`src/rtl/pipe_stage_skid.sv`:
```
// Valid/ready pipeline register with a 2-entry skid buffer, synchronous flush
// to a NOP value and a saturating stall counter. in_ready comes straight from a flop.
module pipe_stage_skid #(
  parameter int                 INSTR_W = 32,
  parameter int                 ADDR_W  = 10,
  parameter logic [INSTR_W-1:0] NOP_VAL = '0,
  parameter int                 CNT_W   = 16
) (
  input  logic               clk,
  input  logic               reset,
  input  logic               flush,
  input  logic               in_valid,
  output logic               in_ready,
  input  logic [INSTR_W-1:0] in_instr,
  input  logic [ADDR_W-1:0]  in_addr,
  output logic               out_valid,
  input  logic               out_ready,
  output logic [INSTR_W-1:0] out_instr,
  output logic [ADDR_W-1:0]  out_addr,
  output logic [1:0]         occupancy,
  output logic [CNT_W-1:0]   stall_cnt
);

  localparam logic [CNT_W-1:0] CNT_MAX = '1;
  localparam logic [CNT_W-1:0] CNT_ONE = {{(CNT_W-1){1'b0}}, 1'b1};

  logic               m_valid_reg, m_valid_next;
  logic [INSTR_W-1:0] m_instr_reg, m_instr_next;
  logic [ADDR_W-1:0]  m_addr_reg,  m_addr_next;
  logic               s_valid_reg, s_valid_next;
  logic [INSTR_W-1:0] s_instr_reg, s_instr_next;
  logic [ADDR_W-1:0]  s_addr_reg,  s_addr_next;
  logic               in_ready_reg, in_ready_next;
  logic [CNT_W-1:0]   stall_cnt_reg, stall_cnt_next;

  logic in_fire;
  logic out_fire;

  assign in_fire  = in_valid & in_ready_reg;
  assign out_fire = m_valid_reg & out_ready;

  always_comb begin
    m_valid_next   = m_valid_reg;
    m_instr_next   = m_instr_reg;
    m_addr_next    = m_addr_reg;
    s_valid_next   = s_valid_reg;
    s_instr_next   = s_instr_reg;
    s_addr_next    = s_addr_reg;
    stall_cnt_next = stall_cnt_reg;

    if (m_valid_reg && !out_ready && (stall_cnt_reg != CNT_MAX))
      stall_cnt_next = stall_cnt_reg + CNT_ONE;

    if (flush) begin
      m_valid_next = 1'b0;
      m_instr_next = NOP_VAL;
      m_addr_next  = '0;
      s_valid_next = 1'b0;
      s_instr_next = NOP_VAL;
      s_addr_next  = '0;
    end else if (!m_valid_reg) begin
      if (in_fire) begin
        m_valid_next = 1'b1;
        m_instr_next = in_instr;
        m_addr_next  = in_addr;
      end
    end else if (!s_valid_reg) begin
      if (out_fire && in_fire) begin
        m_instr_next = in_instr;
        m_addr_next  = in_addr;
      end else if (out_fire) begin
        m_valid_next = 1'b0;
        m_instr_next = NOP_VAL;
        m_addr_next  = '0;
      end else if (in_fire) begin
        s_valid_next = 1'b1;
        s_instr_next = in_instr;
        s_addr_next  = in_addr;
      end
    end else if (out_fire) begin
      // Both full: in_ready is low, so only the skid-to-main move can happen.
      m_instr_next = s_instr_reg;
      m_addr_next  = s_addr_reg;
      s_valid_next = 1'b0;
      s_instr_next = NOP_VAL;
      s_addr_next  = '0;
    end

    in_ready_next = !s_valid_next;
  end

  always_ff @(posedge clk or posedge reset) begin
    if (reset) begin
      m_valid_reg   <= 1'b0;
      m_instr_reg   <= NOP_VAL;
      m_addr_reg    <= '0;
      s_valid_reg   <= 1'b0;
      s_instr_reg   <= NOP_VAL;
      s_addr_reg    <= '0;
      in_ready_reg  <= 1'b1;
      stall_cnt_reg <= '0;
    end else begin
      m_valid_reg   <= m_valid_next;
      m_instr_reg   <= m_instr_next;
      m_addr_reg    <= m_addr_next;
      s_valid_reg   <= s_valid_next;
      s_instr_reg   <= s_instr_next;
      s_addr_reg    <= s_addr_next;
      in_ready_reg  <= in_ready_next;
      stall_cnt_reg <= stall_cnt_next;
    end
  end

  assign in_ready  = in_ready_reg;
  assign out_valid = m_valid_reg;
  assign out_instr = m_instr_reg;
  assign out_addr  = m_addr_reg;
  // Two-bit sum of the valid bits.
  assign occupancy = {m_valid_reg & s_valid_reg, m_valid_reg ^ s_valid_reg};
  assign stall_cnt = stall_cnt_reg;

endmodule

```
`config.mk`:
```
export PLATFORM = sky130hd
export DESIGN_NAME = pipe_stage_skid
export DESIGN_NICKNAME = d
export VERILOG_FILES = /design/src/rtl/pipe_stage_skid.sv
export SDC_FILE = /design/constraint.sdc
export NUM_CORES = 1
export LEC_CHECK = 0
export BUFFER_PORTS_ARGS = -buffer_cell sky130_fd_sc_hd__buf_2
export CAP_MARGIN = 5
export CELL_PAD_IN_SITES_DETAIL_PLACEMENT = 1
export CELL_PAD_IN_SITES_GLOBAL_PLACEMENT = 2
export CORE_ASPECT_RATIO = 1.75
export CORE_MARGIN = 2
export CORE_UTILIZATION = 36
export CTS_BUF_LIST = sky130_fd_sc_hd__clkbuf_2 sky130_fd_sc_hd__clkbuf_4 sky130_fd_sc_hd__clkbuf_8
export DETAILED_ROUTE_END_ITERATION = 8
export PLACE_DENSITY = 0.89
export SLEW_MARGIN = 10
export SYNTH_ARGS = -nofsm -noshare
export SYNTH_HDL_FRONTEND = slang
export SYNTH_SLANG_ARGS = --single-unit
export TNS_END_PERCENT = 1
```
`constraint.sdc`:
```
create_clock -name clk -period 3.65 [get_ports clk]
set_input_delay 0.1825 -clock clk [delete_from_list [all_inputs] [get_ports clk]]
set_output_delay 0.1825 -clock clk [all_outputs]
set_load 0.01 [all_outputs]
```
==> flow_summary_export.csv <==
group,metric,value,unit
outcome,status,"complete, no violations",
die,num_io_pins,109,
yosys,synth_fp_nets,386,
grt,grt_start_max_net_pins,45,
timing,worst_pin_slew,1.11,ns
yosys,synth_area,0.00436,sq mm
clocking,clkSinkCount,103,
worst_setup_path,endpoint_kind,"flop",
timing,fin_worst_skew,0.0156,ns
worst_setup_path,path_depth,4,
final_layout,fin_cells,574,
routing,first_pass_iters,4,
routing,drcViolationCount,0,
worst_setup_path,crit_required,3.92,ns
worst_setup_path,path_cells,"nand2_1, o21ai_0, nand2b_2, o2bb2ai_1",
worst_setup_path,crit_path_end,"out_instr[29]",
pwr,p_leak,0.00257,uW
routing,drt_iter0_markers,171,
yosys,ys_seq_elements,103,
routing,routed-via-count,3362,
worst_setup_path,path_max_fanout,42,
timing,fmax,456,MHz
worst_setup_path,cp-start-kind,"flop",
timing,slew_violations,0,
timing,rsz0062_at_grt,"no",
final_layout,drive_gt1_frac,0.341,
placement,port-buffer-count,108,
pwr,power_density,469,mW/mm^2
die,initial_core_util,0.365,
die,std_cell_rows,53,
worst_setup_path,critPathMaxStageDelay,0.62,ns
worst_setup_path,cpMaxStageDelayCell,"nand2b_2",
yosys,synth_warnings,0,
worst_setup_path,crit_start,"in_ready",
yosys,syn_inst,337,
placement,gp_congestion,0.802,
grt,antenna_found_initial,0,
min_path,hold_class,"input pin to flop",
placement,place_inst,556,
worst_setup_path,timing.rr.end,"out_instr[29]",
yosys,synth.top_cells.by_area,"dfrtp_1 (59%), a22o_1 (8.4%), o2bb2ai_1 (8.4%)",
routing,avgViaCountPerCell,5.86,
grt,grt_pass1_wl,19600,um
clocking,clkLatencyLatePin,0.37,ns
worst_setup_path,criticalPathCategory,"flop to flop",
yosys,synth_top_area_cell,"dfrtp_1",
yosys,yosysSeqAreaShare,0.592,
routing,routed_wl,12300,um
final_layout,nets,481,
grt,grt_pass1_vias,3719,
timing,slew_headroom,0.258,
die,coreArea,0.0119,sq mm
final_layout,antennaDiodeCount,0,
clocking,cts_buffer_depth,2,
grt,grt-ovfl-total,0,
worst_setup_path,crit_family,"compound AO/OA/AOI/OAI gates",
timing,setup_viol_count_final,0,
timing,period_minus_slack,2.19,ns
grt,grt_usage,0.194,
routing,wl_per_cell,21.4,um
timing,finalSetupTns,0,ns
clocking,cts.htree.levels,3,
clocking,cts_setup_buffers,0,
worst_setup_path,ff2ff_setup_slack,1.46,ns
clocking,path_clk_slew,0.11,ns
final_layout,final_common_cell,"buf_2",
pwr,ir_drop,0.287,mV
worst_setup_path,worstPathArrival,2.46,ns
clocking,root_buffer,"clkbuf_8",
run,cap_violations,0,
clocking,cts_tree,"done",
final_layout,synthToLayoutAreaGrowth,20.9,%
worst_setup_path,critPathBufInv,0,
placement,hpwl,8150,um
final_layout,layout_common_cells,"buf_2 (108), dfrtp_1 (102), a22oi_1 (42), o2bb2ai_1 (42), a22o_1 (42)",
die,die_h,150,um
timing,hold_viol_final,0,
timing,final.period_utilization,0.601,
die,fp.dieW,87.1,um
routing,antenna_left,0,
worst_setup_path,ff2ff_path_depth,4,
yosys,syn_area_per_cell,12.9,sq um
worst_setup_path,worstReg2RegStart,"in_ready",
die,fp.dieArea,0.0130,sq mm
clocking,cts_buffers,9,
yosys,synth_cell_types,39,
yosys,synth_top_area_frac,0.586,
## Yosys cell counts, drive strengths merged
master,count
o21ai,5
a31oi,1
nand4,3
nor4,1
o2bb2ai,42
a2bb2oi,1
xnor2,4
a22oi,42
buf,15
a2111oi,2
mux2,2
xor2,9
o2111a,1
clkbuf,15
dfstp,1
nand2,7
inv,7
a22o,42
dfrtp,102
and3,1
ha,2
a211o,1
nand3,9
nor3,3
a21oi,3
nand3b,1
and2,1
nor3b,2
nor4b,1
nor2,4
a211oi,5
nand2b,2
## worst min path at each step
stage	startpoint	end	slack [ns]	depth (start not counted)
floorplan	in_addr[0]	s_addr_reg[0]	0.32	1
global placement	reset	stall_cnt[12]	0.14	2
detailed placement	reset	stall_cnt[12]	0.15	2
CTS	in_instr[20]	s_instr_reg[20]	0.02	2
global route	in_instr[20]	s_instr_reg[20]	0.0008	2
finish	in_instr[20]	s_instr_reg[20]	0.04	2
## kinds of logic (layout without fill, tap and decap cells)
logic type      after synthesis  after routing  synth area share
xor+xnor                     13             13            0.0261
simple gates                 35             35            0.0575
fa+ha+maj                     2              2           0.00574
mux                           2              2           0.00603
buf+inv                      37            137            0.0376
compound gates              145            145             0.275
flops                       103            103             0.592
## through the flow
step	total power [uW]	setup slack [ns]	cell area, sq um	hold slack, ns	util
after floorplan	1500	0.765	4360	0.315	-
after global placement	1660	1.56	5000	0.136	0.419
after detailed placement	1680	1.45	5000	0.149	0.419
after CTS	2500	1.44	5240	0.0209	0.439
after global routing	2590	1.29	5270	0.000827	0.441
final	2470	1.46	5270	0.0391	0.441
## worst register-to-register path: stages (launching register included)
cell       delay, ns
dfstp_2         0.57
nand2_1         0.08
o21ai_0         0.43
nand2b_2        0.62
o2bb2ai_1       0.40
## metal layers
metal | global-route usage | wire (um) | vias to the layer above
li1 | - | - | 1495
met1 | 0.228 | 4810 | 1740
met2 | 0.331 | 6560 | 96
met3 | 0.0441 | 483 | 31
met4 | 0.0946 | 447 | 0
met5 | 0 | 0 | -
## cell type report
cell class | instances | area (sq um)
Clock buffer | 9 | 124
Multi-Input combinational cell | 197 | 1650
Inverter | 7 | 28.8
Timing Repair Buffer | 114 | 608
Sequential cell | 103 | 2580
Tap cell | 137 | 171
Clock inverter | 7 | 104
Fill cell | 1313 | 6670
## power breakdown
group	switching [uW]	internal (uW)	leakage (uW)
Sequential	81.6	1210	0.00140
Combinational	216	148	0.00107
Clock	417	395	0.000108
Total	714	1760	0.00257
## timing repair
item | 4_1_cts | 5_1_grt
hold buffers | 1 | 0
endpoints found under the hold margin | 19 | 0
resized for setup | 0 | 0
Note: power is estimated with default switching activity, not from simulation.
